File: config.mk
export PLATFORM = sky130hd
export DESIGN_NAME = prog_mem_arbiter_flat
export DESIGN_NICKNAME = d
export VERILOG_FILES = /design/src/rtl/prog_mem_arbiter_pkg.sv /design/src/rtl/prog_mem_arbiter_if.sv /design/src/rtl/prog_mem_arbiter_rr.sv /design/src/rtl/prog_mem_arbiter.sv /design/src/flat_wrapper.sv
export SDC_FILE = /design/constraint.sdc
export NUM_CORES = 1
export LEC_CHECK = 0
export ABC_AREA = 1
export CAP_MARGIN = 10
export CELL_PAD_IN_SITES_DETAIL_PLACEMENT = 1
export CELL_PAD_IN_SITES_GLOBAL_PLACEMENT = 1
export CORE_MARGIN = 1
export CORE_UTILIZATION = 11
export CTS_BUF_LIST = sky130_fd_sc_hd__clkbuf_16
export CTS_CLUSTER_DIAMETER = 100
export DETAILED_ROUTE_END_ITERATION = 8
export PLACE_DENSITY_LB_ADDON = 0.1
export SETUP_SLACK_MARGIN = 0.2
export SLEW_MARGIN = 5
export SYNTH_ARGS = -nofsm -noshare
export SYNTH_HDL_FRONTEND = slang
export SYNTH_SLANG_ARGS = --single-unit
File: constraint.sdc
create_clock -name clk -period 1.6 [get_ports clk]
set_input_delay 0.32 -clock clk [delete_from_list [all_inputs] [get_ports clk]]
set_output_delay 0.32 -clock clk [all_outputs]
set_load 0.02 [all_outputs]
File: src/rtl/prog_mem_arbiter_pkg.sv
// ============================================================================
// Module : mcx_pkg
// Shared MCX program-line layout, opcodes and arbiter grant kinds.
// Rev    : 1.0  initial release
// ============================================================================
`default_nettype none

package mcx_pkg;

   localparam int LINE_W = 46;
   localparam int ADDR_W = 4;

   localparam int PC_LSB   = 42;
   localparam int COND_LSB = 40;
   localparam int INST_LSB = 36;
   localparam int ARG0_LSB = 24;
   localparam int ARG1_LSB = 12;
   localparam int ARG2_LSB = 0;
   localparam int ARG_W    = 12;

   localparam logic [3:0] STORE = 4'h1;
   localparam logic [3:0] JMP   = 4'h3;

   typedef enum logic [1:0] {
      GNT_IDLE  = 2'd0,
      GNT_LOAD  = 2'd1,
      GNT_FETCH = 2'd2
   } grant_e;

   function automatic logic [LINE_W-1:0] make_line(
      input logic [3:0]       pc,
      input logic [1:0]       cond,
      input logic [3:0]       inst,
      input logic [ARG_W-1:0] a0,
      input logic [ARG_W-1:0] a1,
      input logic [ARG_W-1:0] a2
   );
      return {pc, cond, inst, a0, a1, a2};
   endfunction

endpackage

`default_nettype wire

File: src/rtl/prog_mem_arbiter_if.sv
// ============================================================================
// Module : prog_mem_arbiter_if
// Fetch, loader and memory buses of the program-memory arbiter.
// Optional req_lock signal present when PROG_ARB_LOCK_EN is defined.
// Rev    : 1.0  initial release
// ============================================================================
`default_nettype none

interface prog_mem_arbiter_if #(
   parameter int NUM_REQ = 2,
   parameter int ADDR_W  = 4,
   parameter int LINE_W  = 46
);
   localparam int ID_W = (NUM_REQ > 1) ? $clog2(NUM_REQ) : 1;

   logic [NUM_REQ-1:0]        req_valid;
   logic [NUM_REQ*ADDR_W-1:0] req_addr;
   logic [NUM_REQ-1:0]        req_ready;
`ifdef PROG_ARB_LOCK_EN
   logic [NUM_REQ-1:0]        req_lock;
`endif
   logic                      resp_valid;
   logic [ID_W-1:0]           resp_id;
   logic [LINE_W-1:0]         resp_line;
   logic                      ld_valid;
   logic                      ld_ready;
   logic [ADDR_W-1:0]         ld_addr;
   logic [LINE_W-1:0]         ld_line;
   logic                      mem_en;
   logic                      mem_we;
   logic [ADDR_W-1:0]         mem_addr;
   logic [LINE_W-1:0]         mem_wdata;
   logic [LINE_W-1:0]         mem_rdata;

`ifdef PROG_ARB_LOCK_EN
   modport slave (
      input  req_valid, req_addr, req_lock, ld_valid, ld_addr, ld_line, mem_rdata,
      output req_ready, resp_valid, resp_id, resp_line, ld_ready,
             mem_en, mem_we, mem_addr, mem_wdata
   );
   modport master (
      output req_valid, req_addr, req_lock, ld_valid, ld_addr, ld_line, mem_rdata,
      input  req_ready, resp_valid, resp_id, resp_line, ld_ready,
             mem_en, mem_we, mem_addr, mem_wdata
   );
`else
   modport slave (
      input  req_valid, req_addr, ld_valid, ld_addr, ld_line, mem_rdata,
      output req_ready, resp_valid, resp_id, resp_line, ld_ready,
             mem_en, mem_we, mem_addr, mem_wdata
   );
   modport master (
      output req_valid, req_addr, ld_valid, ld_addr, ld_line, mem_rdata,
      input  req_ready, resp_valid, resp_id, resp_line, ld_ready,
             mem_en, mem_we, mem_addr, mem_wdata
   );
`endif

endinterface

`default_nettype wire

File: src/rtl/prog_mem_arbiter_rr.sv
// ============================================================================
// Module : prog_arb_rr
// Combinational round-robin picker: first valid at or after ptr, wrapping.
// Rev    : 1.0  initial release
// ============================================================================
`default_nettype none

module prog_arb_rr #(
   parameter int NUM_REQ = 2,
   parameter int ID_W    = 1
) (
   input  logic [NUM_REQ-1:0] valid,
   input  logic [ID_W-1:0]    ptr,
   output logic [NUM_REQ-1:0] grant,
   output logic [ID_W-1:0]    idx,
   output logic               any
);

   int w_j;

   always_comb begin
      grant = '0;
      idx   = '0;
      any   = 1'b0;
      w_j   = 0;
      for (int k = 0; k < NUM_REQ; k++) begin
         w_j = int'(ptr) + k;
         if (w_j >= NUM_REQ) w_j = w_j - NUM_REQ;
         if (!any && valid[w_j]) begin
            any        = 1'b1;
            idx        = ID_W'(w_j);
            grant[w_j] = 1'b1;
         end
      end
   end

endmodule

`default_nettype wire

File: src/rtl/prog_mem_arbiter.sv
// ============================================================================
// Module : prog_mem_arbiter
// Single-port program memory arbiter: loader priority with burst bound,
// round-robin fetches, one-cycle tagged read response.
// Optional requester lock when PROG_ARB_LOCK_EN is defined.
// Rev    : 1.0  initial release
// ============================================================================
`default_nettype none

module prog_mem_arbiter #(
   parameter int NUM_REQ      = 2,
   parameter int ADDR_W       = mcx_pkg::ADDR_W,
   parameter int LINE_W       = mcx_pkg::LINE_W,
   parameter int MAX_LD_BURST = 4
) (
   input  logic               clk,
   input  logic               rst,
   prog_mem_arbiter_if.slave  bus
);
   import mcx_pkg::*;

   localparam int c_ID_W = (NUM_REQ > 1) ? $clog2(NUM_REQ) : 1;
   localparam int c_BC_W = $clog2(MAX_LD_BURST + 1);
   localparam logic [c_BC_W-1:0] c_BURST_MAX = c_BC_W'(MAX_LD_BURST);
   localparam logic [c_ID_W-1:0] c_LAST_ID   = c_ID_W'(NUM_REQ - 1);

   logic [c_ID_W-1:0]  r_rr_ptr;
   logic [c_BC_W-1:0]  r_burst_cnt;
   logic               r_rd_pend;
   logic [c_ID_W-1:0]  r_rd_id;

   logic [NUM_REQ-1:0] w_rr_grant;
   logic [c_ID_W-1:0]  w_rr_idx;
   logic               w_rr_any;
   logic               w_lock_hold;
   logic [c_ID_W-1:0]  w_lock_idx;
   grant_e             w_kind;
   logic [c_ID_W-1:0]  w_fetch_idx;

   prog_arb_rr #(
      .NUM_REQ (NUM_REQ),
      .ID_W    (c_ID_W)
   ) u_rr (
      .valid (bus.req_valid),
      .ptr   (r_rr_ptr),
      .grant (w_rr_grant),
      .idx   (w_rr_idx),
      .any   (w_rr_any)
   );

`ifdef PROG_ARB_LOCK_EN
   logic              r_lock;
   logic [c_ID_W-1:0] r_lock_id;

   // Lock lapses by itself the first cycle the owner is not requesting.
   assign w_lock_hold = r_lock && bus.req_valid[r_lock_id];
   assign w_lock_idx  = r_lock_id;

   always_ff @(posedge clk or negedge rst) begin
      if (!rst) begin
         r_lock    <= 1'b0;
         r_lock_id <= '0;
      end else if (w_kind == GNT_FETCH) begin
         r_lock    <= bus.req_lock[w_fetch_idx];
         r_lock_id <= w_fetch_idx;
      end else begin
         r_lock    <= 1'b0;
      end
   end
`else
   assign w_lock_hold = 1'b0;
   assign w_lock_idx  = '0;
`endif

   always_comb begin
      w_kind      = GNT_IDLE;
      w_fetch_idx = w_rr_idx;
      if (w_lock_hold) begin
         w_kind      = GNT_FETCH;
         w_fetch_idx = w_lock_idx;
      end else if (bus.ld_valid && ((r_burst_cnt != c_BURST_MAX) || !w_rr_any)) begin
         w_kind = GNT_LOAD;
      end else if (w_rr_any) begin
         w_kind = GNT_FETCH;
      end
      if (!rst) w_kind = GNT_IDLE;
   end

   assign bus.req_ready  = (w_kind == GNT_FETCH) ? (NUM_REQ'(1) << w_fetch_idx) : '0;
   assign bus.ld_ready   = (w_kind == GNT_LOAD);
   assign bus.mem_en     = (w_kind != GNT_IDLE);
   assign bus.mem_we     = (w_kind == GNT_LOAD);
   assign bus.mem_addr   = (w_kind == GNT_LOAD) ? bus.ld_addr
                                                : bus.req_addr[w_fetch_idx*ADDR_W +: ADDR_W];
   assign bus.mem_wdata  = bus.ld_line;
   assign bus.resp_valid = r_rd_pend;
   assign bus.resp_id    = r_rd_id;
   assign bus.resp_line  = bus.mem_rdata;

   always_ff @(posedge clk or negedge rst) begin
      if (!rst) begin
         r_rr_ptr    <= '0;
         r_burst_cnt <= '0;
         r_rd_pend   <= 1'b0;
         r_rd_id     <= '0;
      end else begin
         r_rd_pend <= (w_kind == GNT_FETCH);
         case (w_kind)
            GNT_LOAD: begin
               if (r_burst_cnt != c_BURST_MAX) r_burst_cnt <= r_burst_cnt + 1'b1;
            end
            GNT_FETCH: begin
               r_burst_cnt <= '0;
               r_rd_id     <= w_fetch_idx;
               r_rr_ptr    <= (w_fetch_idx == c_LAST_ID) ? '0 : w_fetch_idx + 1'b1;
            end
            default: r_burst_cnt <= '0;
         endcase
      end
   end

endmodule

`default_nettype wire

File: src/flat_wrapper.sv
// flat-port wrapper written by rule: the top's interface ports become plain ports
module prog_mem_arbiter_flat import mcx_pkg::*;
#(
   parameter int NUM_REQ      = 2,
   parameter int ADDR_W       = mcx_pkg::ADDR_W,
   parameter int LINE_W       = mcx_pkg::LINE_W,
   parameter int MAX_LD_BURST = 4
)
  (clk, rst, bus_req_valid, bus_req_addr, bus_ld_valid, bus_ld_addr, bus_ld_line, bus_mem_rdata, bus_req_ready, bus_resp_valid, bus_resp_id, bus_resp_line, bus_ld_ready, bus_mem_en, bus_mem_we, bus_mem_addr, bus_mem_wdata);
  prog_mem_arbiter_if #(.NUM_REQ(NUM_REQ), .ADDR_W(ADDR_W), .LINE_W(LINE_W)) bus_i ();
  input  logic clk;
  input  logic rst;
  input wire logic [$bits(bus_i.req_valid)-1:0] bus_req_valid;
  input wire logic [$bits(bus_i.req_addr)-1:0] bus_req_addr;
  input wire logic [$bits(bus_i.ld_valid)-1:0] bus_ld_valid;
  input wire logic [$bits(bus_i.ld_addr)-1:0] bus_ld_addr;
  input wire logic [$bits(bus_i.ld_line)-1:0] bus_ld_line;
  input wire logic [$bits(bus_i.mem_rdata)-1:0] bus_mem_rdata;
  output wire logic [$bits(bus_i.req_ready)-1:0] bus_req_ready;
  output wire logic [$bits(bus_i.resp_valid)-1:0] bus_resp_valid;
  output wire logic [$bits(bus_i.resp_id)-1:0] bus_resp_id;
  output wire logic [$bits(bus_i.resp_line)-1:0] bus_resp_line;
  output wire logic [$bits(bus_i.ld_ready)-1:0] bus_ld_ready;
  output wire logic [$bits(bus_i.mem_en)-1:0] bus_mem_en;
  output wire logic [$bits(bus_i.mem_we)-1:0] bus_mem_we;
  output wire logic [$bits(bus_i.mem_addr)-1:0] bus_mem_addr;
  output wire logic [$bits(bus_i.mem_wdata)-1:0] bus_mem_wdata;
  assign bus_i.req_valid = bus_req_valid;
  assign bus_i.req_addr = bus_req_addr;
  assign bus_i.ld_valid = bus_ld_valid;
  assign bus_i.ld_addr = bus_ld_addr;
  assign bus_i.ld_line = bus_ld_line;
  assign bus_i.mem_rdata = bus_mem_rdata;
  assign bus_req_ready = bus_i.req_ready;
  assign bus_resp_valid = bus_i.resp_valid;
  assign bus_resp_id = bus_i.resp_id;
  assign bus_resp_line = bus_i.resp_line;
  assign bus_ld_ready = bus_i.ld_ready;
  assign bus_mem_en = bus_i.mem_en;
  assign bus_mem_we = bus_i.mem_we;
  assign bus_mem_addr = bus_i.mem_addr;
  assign bus_mem_wdata = bus_i.mem_wdata;
  prog_mem_arbiter #(.NUM_REQ(NUM_REQ), .ADDR_W(ADDR_W), .LINE_W(LINE_W), .MAX_LD_BURST(MAX_LD_BURST)) u_core (.clk(clk), .rst(rst), .bus(bus_i));
endmodule
==> flow_metrics.env <==
export IMPL_cts_buffers=3
export IMPL_switching_share_pct=25.95
export IMPL_slew_viol_final=0
export IMPL_async_reset_ff_share_pct=100.0
export IMPL_yosys_warnings=0
export IMPL_first_iter_violations=9
export IMPL_gp_congestion=0.6648
export IMPL_cp_required_ps=1280
export IMPL_dieArea_um2=11010
export IMPL_synth_top_family_by_area="buffers and inverters"
export IMPL_fill_cells=1229
export IMPL_r2r_start="u_core.r_burst_cnt[0]"
export IMPL_clock_latency_ps=220
export IMPL_synth_simple_area_share_pct=17.94
export IMPL_seq_power_share_pct=20.3
export IMPL_fin_skew_ps=1.672
export IMPL_routed_wl_mm=3.279
export IMPL_power_density_nw_per_um2=686.2
export IMPL_cap_violations=0
export IMPL_r2r_slack_ps=100
export IMPL_status="complete, but fails checks"
export IMPL_synth_most_common_cell="buf_4"
export IMPL_critPathCapture="bus_mem_addr[1]"
export IMPL_synthXorXnorAreaFrac_pct=1.504
export IMPL_power_net_switching_mw=0.2205
export IMPL_core_area_um2=10280
export IMPL_boundaryPins=212
export IMPL_ir_worst_vdd_uv=286.5
export IMPL_ys_seq_elements=6
export IMPL_internal_power_mw=0.6294
export IMPL_placed_area_um2=1070
export IMPL_clkSinkCount=6
export IMPL_antenna_cells=0
export IMPL_period_share_pct=109.8
export IMPL_p_comb_share_pct=32.7
export IMPL_muxShareOfSynthArea_pct=0
export IMPL_grt_ovfl_total=0
export IMPL_min_period_ps=1758
export IMPL_seq_area_frac_synth_pct=12.89
export IMPL_timing_final_ws_setup_ps=-157.6
export IMPL_postCtsHoldBufs=0
export IMPL_via_count=706
export IMPL_synthTopCellsByArea="buf_4, dfrtp_1, nand2_1"
export IMPL_p_clk_share_pct=47.0
export IMPL_grt_max_degree=10
export IMPL_path_class="reg -> out"
export IMPL_syn_nets=270
export IMPL_synth_compound_area_share_pct=1.933
export IMPL_synth_fa_ha_area_share_pct=2.148
export IMPL_maxSlewHeadroom_pct=85.48
export IMPL_ys_flop_type="dfrtp_1"
export IMPL_htree_levels=1
export IMPL_cts_clk_slew_worst_paths_ps=30
export IMPL_port_buffers=27
export IMPL_ys_types=18
export IMPL_synth_avg_cell_area_um2=7.326
export IMPL_tightestPinTransition_ps=216.9
export IMPL_synth_edf_count=0
export IMPL_syn_to_final_growth_pct=6.337
export IMPL_cts_root_buffer="clkbuf_16"
export IMPL_netlist_area_um2=1165
export IMPL_die_y_um=104.9
export IMPL_synthTopCellsByCount="buf_4, nand2_1, inv_1"
export IMPL_cp_max_fo=7
export IMPL_timing_rr_end="u_core.r_burst_cnt[2]"
export IMPL_fin_cells=252
export IMPL_die_width_um=104.9
export IMPL_cts_tree="done"
export IMPL_reg2reg_depth=10
export IMPL_ant_nets=0
export IMPL_viasPerCell=2.802
export IMPL_hold_viol=0
export IMPL_num_rows=37
export IMPL_drcViolationCount=0
export IMPL_crit_path_start="u_core.r_burst_cnt[0]"
export IMPL_nNetsFinal=229
export IMPL_dp_hpwl_mm=2.916
export IMPL_fin_util_pct=12.05
export IMPL_fin_setup_tns_ps=-1115
export IMPL_initial_core_util_pct=11.33
export IMPL_drive_gt1_share_pct=50.00
export IMPL_start_kind="flip-flop"
export IMPL_wl_per_cell_um=13.01
export IMPL_grtUsageTotal_pct=5.920
export IMPL_yosysTopAreaCellShare_pct=59.94
export IMPL_arrival_ps=1440
export IMPL_synth_cells=159
export IMPL_crit_path_end_kind="output port"
export IMPL_synth_top_area_cell="buf_4"
export IMPL_setup_viol=9
export IMPL_antenna_found_initial=0
export IMPL_dr_pass1_iters=2
export IMPL_post_route_cell_area_um2=1239
export IMPL_clockBufferDepth=2
export IMPL_hp_class="reg -> reg"
export IMPL_grt_pass1_wl_mm=4.933
export IMPL_min_from="u_core.r_rr_ptr"
export IMPL_p_leak_nw=0.5727
export IMPL_grt_pass1_vias=812
export IMPL_rsz0062_at_grt="yes"
export IMPL_timing_fmax_ghz=0.5690
export IMPL_fin_total_pwr_mw=0.8500
export IMPL_placed_cells=243
export IMPL_violations="setup timing"
[cell families (layout without fill, tap and decap cells)]
group	count (synthesis)	in the layout
buffers and inverters	104	61
and+or+nand+nor	42	42
DFF	6	6
AOI/OAI and AO/OA	3	3
adders and majority gates	2	2
xor gates and xnor gates	2	2
[stage by stage]
step	setup slack, ps	hold slack [ps]
floorplan	185.4	24.41
global placement	-722.8	466.9
detailed placement	-729.0	476.2
CTS	-200.3	483.5
global route	-258.2	511.0
finish	-157.6	483.3
[sequential cells by signal, summed over array words and instances (netlist names)]
register,cells
u_core.bus.resp_id,1
u_core.bus.resp_valid,1
u_core.r_burst_cnt,3
u_core.r_rr_ptr,1
[metal layers]
metal	part of all wire (%)	vias to the layer above	GRT usage [%]
met5	0	-	0
met4	5.2	0	4.326
met3	14	32	2.994
met2	54	66	10.93
met1	27	301	4.769
li1	-	307	-
[cell type report]
cell class / count / area, um2 / area share (%)
repair buffers: 48 / 466.7 / 37.68
well taps: 136 / 170.2 / 13.74
multi-input cells: 49 / 334.1 / 26.97
flip-flops and latches: 6 / 150.1 / 12.12
clock buffers: 3 / 75.07 / 6.061
inverters: 10 / 42.54 / 3.434
[worst min-delay path by stage]
| stage | end | slack [ps] | cells past startpoint |
|---|---|---|---|
| after global routing | u_core.r_rr_ptr | 510 | 2 |
| after global placement | u_core.bus.resp_id | 470 | 2 |
| after CTS | u_core.bus.resp_id | 480 | 2 |
| after detailed placement | u_core.r_rr_ptr | 480 | 2 |
| final | u_core.r_rr_ptr | 480 | 2 |
| after floorplan | u_core.bus.resp_id | 20 | 0 |
[cell usage in the layout, fill, tap and decap left out, types with 2 or more instances in the layout]
master,n
buf_12,2
clkdlybuf4s50_1,14
buf_6,11
inv_1,5
clkbuf_16,3
inv_4,2
nand2_4,3
dfrtp_1,6
nand2_1,14
nand3_1,4
inv_2,3
dlygate4sd2_1,4
nor2_1,2
nand4_1,4
nand2_2,12
buf_4,17
[repair_timing]
item,in CTS,in global routing
resized for setup,67,4
endpoints found under the setup margin,11,13
pin swaps,7,5
buffers inserted,4,2
[power groups by stage]
stage	sequential, mW	clock [mW]	combinational, mW
after CTS	0.173	0.408	0.277
after floorplan	0.180	0	0.440
after global routing	0.174	0.429	0.304
after detailed placement	0.175	0	0.257
after global placement	0.175	0	0.257
final	0.172	0.400	0.278
[worst max-delay path: stages, from the launching register on]
cell and delay, ps:
dfrtp_1 350, inv_2 60, ha_4 150, nand2_4 90
inv_4 40, nand2_4 80, nand3_4 150, nand2_2 120
nand2_2 50, buf_6 120
Note: power is estimated with default switching activity, not from simulation.
